File: src/rtl/nw_fill_controller.sv
// nw_fill_controller: sequences the Needleman-Wunsch score-matrix fill.
// Writes the gap-penalty boundary (row 0, then column 0) and then walks the
// interior cells row-major. For each cell it reads diag/up/left from the
// single-port score RAM, runs a req/ack exchange with the cell-score unit
// and writes the returned score back to the RAM.
module nw_fill_controller #(
  parameter int N   = 128,
  parameter int SW  = 16,
  parameter int GAP = 2,
  localparam int CW = $clog2(N) + 1,
  localparam int AW = 2 * $clog2(N)
) (
  input  logic                 clk,
  input  logic                 rst,
  input  logic                 start,
  output logic                 busy,
  output logic                 done,
  output logic [CW-1:0]        i,
  output logic [CW-1:0]        j,
  output logic [AW-1:0]        ram_addr,
  output logic                 ram_rd_en,
  output logic                 ram_wr_en,
  output logic signed [SW-1:0] ram_wdata,
  input  logic signed [SW-1:0] ram_rdata,
  output logic                 calc_req,
  output logic signed [SW-1:0] calc_diag,
  output logic signed [SW-1:0] calc_up,
  output logic signed [SW-1:0] calc_left,
  input  logic                 calc_ack,
  input  logic signed [SW-1:0] calc_result,
  output logic signed [SW-1:0] final_score
);

  localparam int LG = $clog2(N);

  localparam logic [3:0] S_IDLE     = 4'd0;
  localparam logic [3:0] S_INIT_ROW = 4'd1;
  localparam logic [3:0] S_INIT_COL = 4'd2;
  localparam logic [3:0] S_RD_DIAG  = 4'd3;
  localparam logic [3:0] S_RD_UP    = 4'd4;
  localparam logic [3:0] S_RD_LEFT  = 4'd5;
  localparam logic [3:0] S_RD_WAIT  = 4'd6;
  localparam logic [3:0] S_CALC     = 4'd7;
  localparam logic [3:0] S_WRITE    = 4'd8;
  localparam logic [3:0] S_DONE     = 4'd9;

  localparam logic [CW-1:0] LAST = CW'(N - 1);
  localparam logic [CW-1:0] ONE  = CW'(1);

  logic [3:0]           state_q, state_d;
  logic [CW-1:0]        i_q, i_d;
  logic [CW-1:0]        j_q, j_d;
  logic signed [SW-1:0] diag_q, diag_d;
  logic signed [SW-1:0] up_q, up_d;
  logic signed [SW-1:0] left_q, left_d;
  logic signed [SW-1:0] result_q, result_d;
  logic signed [SW-1:0] final_q, final_d;

  // Row-major RAM address of cell (ci, cj); N is a power of two so this is a concat.
  function automatic logic [AW-1:0] addr_of(input logic [CW-1:0] ci, input logic [CW-1:0] cj);
    return (AW'(ci) << LG) | AW'(cj);
  endfunction

  // Boundary score -GAP*c, wrapped to SW-bit two's complement.
  function automatic logic signed [SW-1:0] gap_score(input logic [CW-1:0] c);
    return SW'(0 - GAP * int'(c));
  endfunction

  // Next-state, coordinate stepping and operand/result capture.
  always_comb begin
    state_d  = state_q;
    i_d      = i_q;
    j_d      = j_q;
    diag_d   = diag_q;
    up_d     = up_q;
    left_d   = left_q;
    result_d = result_q;
    final_d  = final_q;
    case (state_q)
      S_IDLE, S_DONE: begin
        if (start) begin
          state_d = S_INIT_ROW;
          i_d     = '0;
          j_d     = '0;
        end
      end
      S_INIT_ROW: begin
        if (j_q == LAST) begin
          state_d = S_INIT_COL;
          i_d     = ONE;
          j_d     = '0;
        end else begin
          j_d = j_q + ONE;
        end
      end
      S_INIT_COL: begin
        if (i_q == LAST) begin
          state_d = S_RD_DIAG;
          i_d     = ONE;
          j_d     = ONE;
        end else begin
          i_d = i_q + ONE;
        end
      end
      S_RD_DIAG: state_d = S_RD_UP;
      S_RD_UP: begin
        diag_d  = ram_rdata;
        state_d = S_RD_LEFT;
      end
      S_RD_LEFT: begin
        up_d    = ram_rdata;
        state_d = S_RD_WAIT;
      end
      S_RD_WAIT: begin
        left_d  = ram_rdata;
        state_d = S_CALC;
      end
      S_CALC: begin
        if (calc_ack) begin
          result_d = calc_result;
          state_d  = S_WRITE;
        end
      end
      S_WRITE: begin
        final_d = result_q;
        if (j_q == LAST) begin
          if (i_q == LAST) begin
            state_d = S_DONE;
          end else begin
            i_d     = i_q + ONE;
            j_d     = ONE;
            state_d = S_RD_DIAG;
          end
        end else begin
          j_d     = j_q + ONE;
          state_d = S_RD_DIAG;
        end
      end
      default: state_d = S_IDLE;
    endcase
  end

  // State, counters and captured scores; reset clears everything to zero.
  always_ff @(posedge clk) begin
    if (rst) begin
      state_q  <= S_IDLE;
      i_q      <= '0;
      j_q      <= '0;
      diag_q   <= '0;
      up_q     <= '0;
      left_q   <= '0;
      result_q <= '0;
      final_q  <= '0;
    end else begin
      state_q  <= state_d;
      i_q      <= i_d;
      j_q      <= j_d;
      diag_q   <= diag_d;
      up_q     <= up_d;
      left_q   <= left_d;
      result_q <= result_d;
      final_q  <= final_d;
    end
  end

  // Strobes, address and write data decoded from state and counters.
  // Strobes are masked by rst so an aborting cycle never touches the RAM.
  always_comb begin
    ram_rd_en = 1'b0;
    ram_wr_en = 1'b0;
    ram_addr  = '0;
    ram_wdata = '0;
    busy      = 1'b1;
    done      = 1'b0;
    calc_req  = 1'b0;
    case (state_q)
      S_IDLE: busy = 1'b0;
      S_DONE: begin
        busy = 1'b0;
        done = 1'b1;
      end
      S_INIT_ROW: begin
        ram_wr_en = ~rst;
        ram_addr  = addr_of(i_q, j_q);
        ram_wdata = gap_score(j_q);
      end
      S_INIT_COL: begin
        ram_wr_en = ~rst;
        ram_addr  = addr_of(i_q, j_q);
        ram_wdata = gap_score(i_q);
      end
      S_RD_DIAG: begin
        ram_rd_en = ~rst;
        ram_addr  = addr_of(i_q - ONE, j_q - ONE);
      end
      S_RD_UP: begin
        ram_rd_en = ~rst;
        ram_addr  = addr_of(i_q - ONE, j_q);
      end
      S_RD_LEFT: begin
        ram_rd_en = ~rst;
        ram_addr  = addr_of(i_q, j_q - ONE);
      end
      S_CALC: calc_req = 1'b1;
      S_WRITE: begin
        ram_wr_en = ~rst;
        ram_addr  = addr_of(i_q, j_q);
        ram_wdata = result_q;
      end
      default: ;
    endcase
  end

  assign i           = i_q;
  assign j           = j_q;
  assign calc_diag   = diag_q;
  assign calc_up     = up_q;
  assign calc_left   = left_q;
  assign final_score = final_q;

endmodule
File: config.mk
export PLATFORM = sky130hd
export DESIGN_NAME = nw_fill_controller
export DESIGN_NICKNAME = d
export VERILOG_FILES = /design/src/rtl/nw_fill_controller.sv
export SDC_FILE = /design/constraint.sdc
export NUM_CORES = 1
export LEC_CHECK = 0
export CORE_AREA = 2 2 122 124
export CTS_CLUSTER_SIZE = 16
export DETAILED_ROUTE_END_ITERATION = 16
export DIE_AREA = 0 0 124 126
export GPL_ROUTABILITY_DRIVEN = 0
export GPL_TIMING_DRIVEN = 0
export PLACE_DENSITY = 0.61
export SYNTH_ARGS = -nofsm -noshare
export SYNTH_HDL_FRONTEND = slang
export SYNTH_SLANG_ARGS = --single-unit
File: constraint.sdc
create_clock -name clk -period 3.1 [get_ports clk]
set_input_delay 0.465 -clock clk [delete_from_list [all_inputs] [get_ports clk]]
set_output_delay 0.465 -clock clk [all_outputs]
set_load 0.01 [all_outputs]
# ---- Word level (Yosys, flattened, before mapping)
# Cells that the tools add are included.
dict set report classes {
  addsub 6
  eq_ne 18
  n_mux 25
  n_bitwise 5
  reduce_logical 9
}
# op count
set ops {}
lappend ops {{two-way mux 8 bit} 9}
lappend ops {{case mux 8 bit (4 select lines)} 2}
lappend ops {{bitwise OR 14 x 8 -> 14 bit} 4}
lappend ops {{case mux 14 bit (4 select lines)} 1}
lappend ops {{case mux 16 bit (3 select lines)} 1}
lappend ops {{case mux 4 bit (9 select lines)} 1}
lappend ops {{two-way mux 4 bit} 6}
lappend ops {{subtractor 1 x 9 -> 10 bit, first input constant} 2}
lappend ops {{adder 8 x 1 -> 8 bit, second input constant} 2}
lappend ops {{equality test 4 x 3 -> 1 bit, second input constant} 4}
lappend ops {{equality test 8 x 7 -> 1 bit, second input constant} 2}
lappend ops {{inequality test 2 bit, second input constant} 5}
lappend ops {{equality test 4 x 2 -> 1 bit, second input constant} 2}
lappend ops {{equality test 4 bit, second input constant} 2}
lappend ops {{AND reduction 4 bit} 2}
lappend ops {{subtractor 8 x 1 -> 8 bit, second input constant} 1}
lappend ops {{subtractor 7 x 1 -> 7 bit, second input constant} 1}
lappend ops {{OR reduction 3 bit} 2}
lappend ops {{two-way mux 1 bit} 5}
lappend ops {{AND reduction 5 bit} 1}
lappend ops {{equality test 4 x 1 -> 1 bit, second input constant} 1}
lappend ops {{zero test 4 bit} 1}
lappend ops {{nonzero test 4 bit} 1}
lappend ops {{inequality test 3 bit, second input constant} 1}
lappend ops {{other kinds (4)} 4}
dict set report totals {
  reg_bits 100
  output_inout_bits 115
  word_cells 71
}

# ---- Depth between registers and ports, before layout
# Gate-level depths: netlist of the first run.
dict set report logic_depth {
  word_depth 4
  depth_mapped 8
  depth_no_buf 7
}

# ---- Worst setup path before layout of the first run
# Ideal clock, no wire load.
dict set report synth_path {
  path_kind {reg-to-output}
  startpoint {register j_q[0], in the netlist j[0]}
  endpoint {output ram_wdata[10]}
  arrival_time_ns 2.272
  setup_slack_ns 0.363
  path_stages_with_launch 9
  path_buffers 1
  cell_sequence {dfxtp_1 buf_2 inv_1 ha_1 or3b_2 or3_1 or3_1 a21oi_2 nand2_1}
}
dict set report synth_via {
  elab_chain_len 2
}
# item line_no
set synth_rtl {}
lappend synth_rtl {{from (decl)} 52} ;# logic [CW-1:0] j_q, j_d;
lappend synth_rtl {{from (signal assigned)} 157} ;# j_q <= j_d;
lappend synth_rtl {{subtractor 1 x 9 -> 10 bit} 66} ;# return SW'(0 - GAP * int'(c));
lappend synth_rtl {{case mux 16 bit (3 select lines)} 176} ;# case (state_q)
lappend synth_rtl {{to (decl)} 23} ;# output logic signed [SW-1:0] ram_wdata,
# No other way between the ends.

# ---- Final worst setup path of the first run
dict set report layout_path {
  startpoint {register j_q[0], in the netlist j[0]}
  endpoint {output ram_wdata[15]}
}
# The elaborated chain is that of the path after synthesis.

==> metrics.yaml, run 1 <==
worstPathArrival_ns: 2.65
ys_types: 60
critPathKind: "flop to output port"
cts_tree: "yes"
yosys.area.top_type: "dfxtp_1"
use_met3: 0.04755
cap_violations: 0
routed_wl_um: 17330
setup_slack_ns: -0.01870
rows: 44
ys_seq_area_frac: 0.4072
clock_latency_ns: 0.35
nNetsFinal: 871
die_height_um: 126
synth_flop_cell: "dfxtp_1"
synth_top_area_frac: 0.4072
ys_warn_count: 0
hpwl_um: 12610
r2r-end: "j[4]"
yosysMostFrequentCell: "nand2_1"
start_util: 0.3434
synth.cell_area_mm2: 0.004916
irDropWorstVdd_uv: 254.8
grt.busiest_layer: "met2"
final_cell_area_mm2: 0.007226
cts_root_buf: "clkbuf_16"
core-area_mm2: 0.01431
end_kind: "output port"
dieArea_mm2: 0.01562
rsz0062_at_grt: "yes"
crit_fanout: 6
start_kind: "flop"
final_antenna_net_count: 0
hold_end: "calc_diag[15]"
numCtsBuffers: 9
layout_min_cycle_time_ns: 3.119
fin_crit_sh: 1.006
area_delta_synth_final_pct: 46.98
drt_pass1_iterations: 7
use_met2: 0.3455
r2r_cells: 6
status: "complete, but fails checks"
synth_area_per_cell_um2: 7.494
power_density_mw_per_mm2: 599.0
cts_buffer_depth: 2
dpl_worst_slack_ns: -0.3776
grt_overflow: 0
worst-slew-pin-transition_ns: 0.9112
hp-start: "calc_diag[15]"
fillers: 1386
syn-num-nets: 697
antenna_cells: 0
multi_input_area_mm2: 0.002790
clock-sinks: 100
p_leak_nw: 2.664
antenna_found_initial: 0
die_w_um: 124
hold_viol_final: 0
grt_pass1_vias: 5187
vias: 5326
total_power_mw: 4.328
ff2ff_setup_slack_ns: 0.50
synth_edf_count: 0
drt-initial-drc-count: 437
drive_above_1_share: 0.1138
ys_top_cells_by_area: "dfxtp_1, nand2_1, a21oi_1"
cts.clk_slew.worst_paths_ns: 0.07
io_pins: 151
cts_hold_buf: 0
grt_pass1_wl_um: 27120
crit_start: "j[0]"
slew_viol_final: 0
regArea_mm2: 0.002013
worstReg2RegStart: "i[1]"
drc: 0
setup_viol: 1
max_freq_mhz: 320.6
portBuffers: 149
violations: "setup timing"
globalRouteTotalUtil: 0.2211
fin_skew_ns: 0.007407
via_per_inst: 5.227
place_area_mm2: 0.006638
synth_commonest_cells: "nand2_1, a21oi_1, dfxtp_1, clkbuf_1, nor2_1"
worst_ep_required_time_ns: 2.63
cts.htree.levels: 3
grt_max_degree: 18
hold-path-cell-count: 2
grtUsageMet1: 0.2967
async_flop_share: 0
slew_headroom: 0.3878
synth-seq-cells: 100
synthCells: 656
min_path_type: "flop to flop"
routedWlPerCell_um: 17.01
[metal layers]
metal | routed length, um | vias to the layer above
met5 | 0 | -
met4 | 399 | 0
met3 | 1225 | 30
met2 | 8080 | 200
met1 | 7625 | 2492
li1 | - | 2604
[cell type report]
class                      instances  area share
multi-input combinational        495      0.3861
clock buffer                      10     0.03169
timing repair buffer             166      0.2265
sequential                       100      0.2786
clock inverter                     6    0.005541
tap                              184     0.03186
inverter                          13    0.007446
buffer                            45     0.03221
[power by group]
group	leakage [nW]	switching (mW)	internal, mW
Clock	0.138	0.513	0.547
Sequential	0.809	0.0579	1.33
Combinational	1.72	1.05	0.823
[cell families (layout without fill, tap and decap cells)]
kind of cell / Yosys count / in the layout / share of synthesized area
fa+ha+maj: 5 / 5 / 0.01273
flops: 100 / 100 / 0.4072
xor+xnor: 20 / 20 / 0.03563
compound gates: 177 / 177 / 0.2133
buf+inv: 61 / 240 / 0.05370
simple gates: 290 / 290 / 0.2688
mux: 3 / 3 / 0.008653
[sequential cells by signal (all words and copies together) (netlist names)]
signal	count
calc_diag	16
final_score	16
result_q	16
i	8
calc_up	16
state_q	4
j	8
calc_left	16
[how the worst max path moves through the flow]
stage	endpoint
3_3_place_gp	ram_wdata[15]
6_report	ram_wdata[15]
2_1_floorplan	ram_wdata[10]
4_1_cts	ram_wdata[15]
3_5_place_dp	ram_wdata[11]
5_1_grt	ram_wdata[15]
[through the flow]
stage,cells,hold slack (ns),util,setup TNS (ns)
CTS,1016,0.4552,0.4983,-0.06896
detailed placement,989,0.4455,0.4637,-2.720
finish,1019,0.4541,0.5048,-0.01870
floorplan,656,0.4366,-,0
global route,1019,0.4720,0.5048,-0.1213
global placement,989,0.4434,0.4637,-2.802
[what timing repair did]
item | CTS | global route
gates resized for setup | 59 | 30
setup buffers | 13 | 4
cloned | 0 | 0
endpoints found under the setup margin | 24 | 28
pin swaps | 4 | 0
endpoints found under the hold margin | 0 | 0
[placed cells by master (no fill, tap or decap), types with 7 or more instances in the layout]
cell type,synthesis,layout
o21ai_0,19,18
nand2_1,201,198
inv_1,13,11
clkdlybuf4s50_1,0,134
nor3_1,12,9
buf_4,5,17
nor2_1,20,20
nand3_1,9,8
dfxtp_1,100,95
a21oi_1,102,102
clkbuf_2,0,7
xor2_1,9,9
clkbuf_16,0,9
a22oi_1,12,11
clkbuf_1,34,28
buf_6,1,8
xnor2_1,11,11
[critical path, stage by stage, from the launching register on]
cell     delay (ns)
dfxtp_4        0.37
inv_4          0.06
ha_4           0.15
or3b_4         0.41
or3_4          0.35
or3_4          0.35
a21oi_4        0.15
buf_12         0.14
buf_6          0.09
buf_6          0.08
nand2_4        0.03
buf_6          0.11
Note: power is estimated with default switching activity, not from simulation.
==> run 2, diff against run 1 <==
Settings changed: CTS_BUF_LIST from default to sky130_fd_sc_hd__clkbuf_4 sky130_fd_sc_hd__clkbuf_8 sky130_fd_sc_hd__clkbuf_16.
==> run 2 against run 1 <==
The run still ends with setup timing left. Total power is 0.15% higher. Register-to-register slack about the same. First-iteration DRC count stayed put. Clock power about the same. Global-route usage unchanged. Critical endpoint unchanged. Sequential cell count unchanged. Utilization is essentially flat.
==> metrics.yaml, run 2 (same netlist as run 1, synthesis figures left out) <==
core-area_mm2: 0.01431  # unchanged
fillers: 1386  # unchanged
worst-slew-pin-transition_ns: 0.9112  # unchanged
start_util: 0.3434  # unchanged
crit_fanout: 6  # unchanged
dpl_worst_slack_ns: -0.3776  # unchanged
irDropWorstVdd_uv: 254.8  # about the same
drc: 0  # unchanged
max_stage_delay_ns: 0.41  # about the same
regArea_mm2: 0.002013  # unchanged
fin_crit_sh: 1.006  # about the same
critPathKind: "flop to output port"
drive_above_1_share: 0.1150  # +0.001198
globalRouteTotalUtil: 0.2211  # unchanged
wl_met3_um: 1254  # +2.4%
slew_viol_final: 0  # unchanged
vias: 5317  # -0.17%
cap_violations: 0  # unchanged
drt_pass1_iterations: 5  # -2
grt_pass1_vias: 5187  # unchanged
dieArea_mm2: 0.01562  # unchanged
min_path_type: "flop to flop"
m1WireLength_um: 7590  # -0.46%
final_common_cell: "nand2_1"
layout_common_cells: "nand2_1, clkdlybuf4s50_1, a21oi_1"
hold_viol_final: 0  # unchanged
max_freq_mhz: 320.7  # about the same
via_per_inst: 5.218  # -0.17%
die_height_um: 126  # unchanged
power_density_mw_per_mm2: 599.5  # about the same
start_kind: "flop"
cts.clk_slew.worst_paths_ns: 0.07  # about the same
grt_overflow: 0  # unchanged
routed_wl_um: 17320  # about the same
nNetsFinal: 871  # unchanged
p_leak_nw: 2.668  # +0.13%
cts.htree.levels: 3  # unchanged
crit_path_cell_trace: "inv_4 > ha_4 > or3b_4 > or3_4 > or3_4 > a21oi_4 > buf_12 > buf_6 > buf_6 > nand2_4 > buf_6"
end_kind: "output port"
antenna_cells: 0  # unchanged
area_delta_synth_final_pct: 47.06  # about the same
violations: "setup timing"
layout_min_cycle_time_ns: 3.118  # -0.0008755 ns
die_w_um: 124  # unchanged
drt-initial-drc-count: 437  # unchanged
fin_skew_ns: 0.007342  # -0.00006481 ns
multi_input_area_mm2: 0.002790  # unchanged
io_pins: 151  # unchanged
rsz0062_at_grt: "yes"
cp_top_family: "simple AND/OR/NAND/NOR gates"
clock-sinks: 100  # unchanged
cp_common_cell: "buf_6"
hpwl_um: 12610  # unchanged
clock_latency_ns: 0.34  # about the same
ff2ff_setup_slack_ns: 0.51  # about the same
critPathBufInv: 5  # unchanged
grt_max_degree: 18  # unchanged
portBuffers: 149  # unchanged
cts_tree: "yes"
setup_slack_ns: -0.01782  # +0.0008755 ns
routedWlPerCell_um: 17.00  # about the same
setup_viol: 1  # unchanged
crit_slowest_cell: "or3b_4"
slew_headroom: 0.3878  # unchanged
antenna_found_initial: 0  # unchanged
cts_buffer_depth: 2  # unchanged
rows: 44  # unchanged
status: "complete, but fails checks"
worstPathArrival_ns: 2.65  # about the same
cts_root_buf: "clkbuf_16"
worst_ep_required_time_ns: 2.63  # about the same
numCtsBuffers: 9  # unchanged
grt_pass1_wl_um: 27120  # unchanged
total_power_mw: 4.334  # +0.15%
routed-wl-met2_um: 8079  # about the same
final_antenna_net_count: 0  # unchanged
top_layer: "met4"
run 2: worst paths after layout:
kind,cells after the start,to,startpoint
worst max register to register,6,j[4],i[1]
worst min-delay path,2,calc_diag[15],calc_diag[15]
worst min register to register,2,calc_diag[15],calc_diag[15]
worst max-delay path,11,ram_wdata[15],j[0]
run 2: cell type report:
class,count,area share
buffer,45,0.03219
inverter,13,0.007442
clock buffer,10,0.03219
timing repair buffer,166,0.2264
sequential,100,0.2785
multi-input combinational,495,0.3859
clock inverter,6,0.005538
tap,184,0.03184
run 2: through the flow:
stage	hold WS, ns	instances	util	cell area [um^2]	TNS [ns]
finish	0.4541	1019	0.5051	7229	-0.01782
global route	0.4720	1019	0.5051	7229	-0.1213
CTS	0.4552	1016	0.4985	7136	-0.06896
detailed placement	0.4455	989	0.4637	6638	-2.720
global placement	0.4434	989	0.4637	6638	-2.802
floorplan	0.4366	656	-	4916	0
run 2: layer usage:
| metal | vias to the layer above | track usage |
|---|---|---|
| met5 | - | 0 |
| li1 | 2604 | - |
| met4 | 0 | 0.08658 |
| met2 | 204 | 0.3455 |
| met1 | 2481 | 0.2967 |
| met3 | 28 | 0.04755 |
run 2: timing repair:
item | in CTS | in global routing
hold buffers | 0 | 0
buffers inserted | 13 | 4
cloned | 0 | 0
gates resized for setup | 59 | 30
pin swaps | 4 | 0
setup endpoints to repair | 24 | 28
run 2: report_power, final:
| group | total (mW) | switching (mW) | internal, mW |
|---|---|---|---|
| Sequential | 1.39 | 0.0580 | 1.33 |
| Clock | 1.07 | 0.513 | 0.556 |
| Combinational | 1.87 | 1.05 | 0.823 |
run 2: worst register-to-register path: stages (launching register included):
cell	delay [ns]
dfxtp_1	0.50
ha_1	0.29
nand2_1	0.13
o31ai_2	0.51
o211ai_1	0.37
nor2_1	0.47
a211oi_1	0.17
==> run 3, diff against run 2 <==
Settings changed: CORE_AREA 2 2 122 124 to 10 10 130 132, DIE_AREA 0 0 124 126 to 0 0 140 142.
==> run 3 against run 2 <==
The flow still finishes with violations (setup timing). Utilization up 0.81 points. Sequential cell count unchanged. Critical path depth down 1. Die area up 27%. Largest cell class unchanged. Largest power group unchanged.
==> metrics.yaml, run 3 (same netlist as run 1, synthesis figures left out) <==
status: "complete, but fails checks"
violations: "setup timing"
clock_latency_ns: 0.35  # about the same
drc: 0  # unchanged
cts_tree: "yes"
irDropWorstVdd_uv: 301.6  # +18%
min_path_type: "flop to flop"
start_kind: "flop"
crit_path_cell_trace: "inv_4 > ha_4 > or3b_4 > or3_4 > or3_4 > a21oi_4 > buf_6 > buf_6 > nand2_2 > buf_6"
slew_headroom: 0.3886  # +0.0007110
start_util: 0.3434  # unchanged
grt_pass1_wl_um: 28610  # +5.5%
rsz0062_at_grt: "yes"
globalRouteTotalUtil: 0.1770  # -0.04417
total_power_mw: 4.600  # +6.1%
antenna_found_initial: 0  # unchanged
drt-initial-drc-count: 442  # +1.1%
cts.htree.levels: 3  # unchanged
worstReg2RegStart: "i[0]"
fin_crit_sh: 1.005  # -0.001091
cts_buffer_depth: 2  # unchanged
nNetsFinal: 876  # +0.57%
power_density_mw_per_mm2: 626.3  # +4.5%
die_w_um: 140  # +13%
setup_viol: 1  # unchanged
grt_max_degree: 18  # unchanged
end_kind: "output port"
hold-path-cell-count: 2  # unchanged
drt_pass1_iterations: 6  # +1
numCtsBuffers: 9  # unchanged
dieArea_mm2: 0.01988  # +27%
final_common_cell: "nand2_1"
drive_above_1_share: 0.1262  # +0.01122
vias: 5336  # +0.36%
fin_skew_ns: 0.006015  # -0.001327 ns
cts_hold_buf: 0  # unchanged
fin_tns_setup_ns: -0.01444  # +0.003383 ns
rows: 44  # unchanged
grt_overflow: 0  # unchanged
r2r-end: "j[5]"
hp-start: "final_score[13]"
clock-sinks: 100  # unchanged
layout_common_cells: "nand2_1, clkdlybuf4s50_1, a21oi_1"
ff2ff_setup_slack_ns: 0.42  # -0.09 ns
antenna_cells: 0  # unchanged
cts.clk_slew.worst_paths_ns: 0.07  # about the same
layout_min_cycle_time_ns: 3.114  # -0.003383 ns
crit_fanout: 4  # -2
die_height_um: 142  # +13%
critPathKind: "flop to output port"
max_freq_mhz: 321.1  # +0.11%
cts_root_buf: "clkbuf_16"
instances_no_fill: 1024  # +0.49%
routedWlPerCell_um: 18.14  # +6.7%
routed_wl_um: 18580  # +7.2%
cap_violations: 0  # unchanged
cp_common_cell: "buf_6"
worstPathArrival_ns: 2.65  # about the same
hpwl_um: 13930  # +10%
hold_viol_final: 0  # unchanged
final_cell_area_mm2: 0.007346  # +1.6%
core-area_mm2: 0.01431  # unchanged
hold_end: "final_score[13]"
io_pins: 151  # unchanged
place_area_mm2: 0.006638  # unchanged
setup_slack_ns: -0.01444  # +0.003383 ns
slew_viol_final: 0  # unchanged
r2r_cells: 6  # unchanged
grt_pass1_vias: 5188  # +0.019%
final_util: 0.5132  # +0.008129
area_delta_synth_final_pct: 49.43
max_stage_delay_ns: 0.40  # about the same
portBuffers: 149  # unchanged
worst-slew-pin-transition_ns: 0.9102  # -0.001058 ns
dp.cells: 989  # unchanged
p_leak_nw: 2.714  # +1.7%
via_per_inst: 5.211  # -0.13%
worst_ep_required_time_ns: 2.63  # about the same
crit_slowest_cell: "or3b_4"
final_antenna_net_count: 0  # unchanged
run 3: cell count changes in the layout (fill, tap and decap cells not counted), moves of 2 or more:
cell,previous run,this run
nand2_2,2,4
buf_4,17,22
nand2_1,198,195
o22ai_2,0,2
buf_12,2,0
o22ai_1,3,1
clkbuf_4,2,0
bufinv_16,0,2
clkbuf_8,0,3
buf_6,8,12
clkinv_2,4,0
run 3: what timing repair did:
item | CTS | global route
buffers inserted | 13 | 8
pin swaps | 3 | 4
hold endpoints to repair | 0 | 0
endpoints found under the setup margin | 25 | 28
gates resized for setup | 68 | 30
run 3: area by class of cell:
type                       count  area (um^2)
multi-input combinational    495         2806
inverter                      13        53.80
tap                          184        230.2
timing repair buffer         170         1672
clock buffer                  12        266.5
buffer                        46        227.7
sequential                   100         2012
fill                        1405         6968
clock inverter                 4        77.57
run 3: worst max-delay path, delay by kind of cell, from the launching register on:
kind | cells | cell delay (ns)
AND/OR/NAND/NOR | 4 | 1.13
buffers and inverters | 4 | 0.39
flip-flops | 1 | 0.37
AO/OA/AOI/OAI | 1 | 0.26
adder cells (fa/ha/maj) | 1 | 0.15
run 3: worst max path at each step:
| stage | start | end | slack, ns | depth (start not counted) |
|---|---|---|---|---|
| floorplan | j[0] | ram_wdata[10] | 0.36 | 8 |
| global placement | j[0] | ram_wdata[15] | -0.39 | 9 |
| detailed placement | j[0] | ram_wdata[11] | -0.39 | 9 |
| CTS | j[1] | ram_wdata[14] | -0.009 | 10 |
| global route | j[0] | ram_wdata[14] | -0.06 | 10 |
| finish | j[0] | ram_wdata[14] | -0.01 | 10 |
run 3: routing by layer:
layer,vias to the layer above,routed length [um],share of wire,global-route usage
met3,19,1491,0.080,0.05474
met4,0,309,0.017,0.06141
met1,2525,7752,0.42,0.2082
li1,2608,-,-,-
met2,184,9022,0.49,0.2987
met5,-,0,0,0
run 3: power breakdown:
part / internal, mW / switching (mW)
combinational: 0.848 / 1.07
sequential: 1.33 / 0.0567
clock: 0.778 / 0.512
run 3: stage by stage:
step	setup slack, ns	hold slack, ns
global route	-0.06131	0.4747
floorplan	0.3627	0.4366
CTS	-0.009321	0.4555
detailed placement	-0.3909	0.4471
global placement	-0.3944	0.4421
finish	-0.01444	0.4544
==> patch (config.mk and constraints of run 2) <==
Reset style: asynchronous (`rst`), changed in one clocked block.
--- a/src/rtl/nw_fill_controller.sv
+++ b/src/rtl/nw_fill_controller.sv
@@ -141,7 +141,7 @@
   end
 
   // State, counters and captured scores; reset clears everything to zero.
-  always_ff @(posedge clk) begin
+  always_ff @(posedge clk or posedge rst) begin
     if (rst) begin
       state_q  <= S_IDLE;
       i_q      <= '0;
Formal check against the unedited RTL: differs if rst is asserted again (counterexample within 4 cycles, from zero or initial values and one cycle with rst high); with rst held inactive, the same outputs for 10 cycles.
==> patch against run 2 <==
- design area grew 7.9%
- non-clock buffer count decreased by 12
- area after synthesis rose by 9.8%
- sequential cell count stayed put
- cell count down 12%
- routed wire length fell by 4.6%
- worst setup slack improved by 0.099 ns
Power is not compared: it rests on default switching activity, and its combinational part moved more than twofold at a synthesized area within 25%.
==> patch: results (changes against run 2) <==
* Status: finished, final reports clean (was finished with violations)
* Leading post-synthesis cells by instance count: 100 x sky130_fd_sc_hd__dfrtp_1, 92 x sky130_fd_sc_hd__nand2_1, 65 x sky130_fd_sc_hd__mux2_2 (was 201 x sky130_fd_sc_hd__nand2_1, 102 x sky130_fd_sc_hd__a21oi_1, 100 x sky130_fd_sc_hd__dfxtp_1)
* Worst Min Path Start: final_score[15] (was calc_diag[15])
- Endpoint of the lowest-slack register-to-register path: j[6] (was j[4])
* Detail Route met3 WL: 1690 µm (was 1250 µm)
- The number of nets in the final layout is 746 (was 871).
* Post-Place Setup Slack: -0.458 ns (was -0.378 ns)
* Total placed instance area: 0.00716 mm² (was 0.00664 mm²)
- The length in cells of the worst reg-to-reg path is 7 (was 6).
* Number of distinct library cells after synthesis: 64 (was 60)
* Top Family by Delay on Critical Path: buffers and inverters (was simple AND/OR/NAND/NOR gates)
- Average cell area after synthesis: 10.2 µm² (was 7.49 µm²)
- The worst setup path startpoint was state_q[0] (was j[0]).
* Pin count of the biggest net entering global routing: 59 (was 18)
- Crit-path max cell delay: 0.55 ns (was 0.41 ns)
* Worst clock skew on the final layout: 0.00776 ns (was 0.00734 ns)
- The worst setup slack for register-to-register paths came to 0.47 ns (was 0.51 ns).
- Met1 usage: 27.8% (was 29.7%)
- The worst setup path endpoint was ram_wdata[1] (was ram_wdata[15]).
- Post-CTS Setup Inserts: 10 (was 13)
* Synth area leaders: sky130_fd_sc_hd__dfrtp_1 46%, sky130_fd_sc_hd__mux2_2 14%, sky130_fd_sc_hd__nand2_1 6.4% (was sky130_fd_sc_hd__dfxtp_1 41%, sky130_fd_sc_hd__nand2_1 15%, sky130_fd_sc_hd__a21oi_1 10%)
* Final-layout worst hold slack: 0.480 ns (was 0.454 ns)
- The total half-perimeter wirelength after legalization and detailed placement came to 11800 µm (was 12600 µm).
* Hold Path Sink: final_score[15] (was calc_diag[15])
* Met2 Resource Use GR: 34.0% (was 34.6%)
- The worst setup slack after layout came to 0.0810 ns (was -0.0178 ns).
- The maximum fanout along the worst path was 10 (was 6).
- The library cell contributing the largest single delay on the critical path is sky130_fd_sc_hd__clkdlybuf4s50_1 (was sky130_fd_sc_hd__or3b_4).
- The average wire per standard cell was 18.5 µm (was 17.0 µm).
* Sequential area share after synthesis: 46.3% (was 40.7%)
* Net count of the mapped netlist: 572 (was 697)
* Growth of design area from synthesis to finish: 44.4% (was 47.1%)
- Quantity of I/O buffers inserted on ports: 150 (was 149)
- Startpoint of the most critical register-to-register path: i[0] (was i[1])
- The share of layout cells above drive strength 1 was 21.9% (was 11.5%).
- The total wire length after detailed routing is 16500 µm (was 17300 µm).
- Via count: 4876 (was 5317)
- The met2 layer wire length in the routed design is 7610 µm (was 8080 µm).
- The routing usage on met3 is 7.25% (was 4.76%).
- Share of async-settable or async-resettable flops after synthesis: 100% (was 0%)
- The number of fill cells was 1308 (was 1386).
## patch: cell types whose count changed after synthesis, moves of 6 or more
cell and delta:
sky130_fd_sc_hd__nand3_1 +6, sky130_fd_sc_hd__nor3_1 -8, sky130_fd_sc_hd__a21oi_1 -88, sky130_fd_sc_hd__clkbuf_1 -16, sky130_fd_sc_hd__dfrtp_1 +100, sky130_fd_sc_hd__nand2_1 -109
sky130_fd_sc_hd__dfxtp_1 -100, sky130_fd_sc_hd__nor2_1 +8, sky130_fd_sc_hd__mux2_2 +65, sky130_fd_sc_hd__o21ai_0 +8
## patch: final cells by class
cell class	instances	share of cell area (%)
clock inverters	3	0.594
plain buffers	31	2.57
flip-flops and latches	100	32.1
multi-input cells	385	36.3
repair buffers	168	21.7
clock buffers	11	3.24
inverters	10	0.513
well taps	184	2.95
## patch: logic make-up after synthesis
logic type	after synthesis	share of synthesized area, %
compound gates	107	13.7
xor+xnor	19	3.08
fa+ha+maj	8	1.71
buf+inv	46	4.12
flops	100	46.3
mux	69	14.3
simple gates	182	16.8
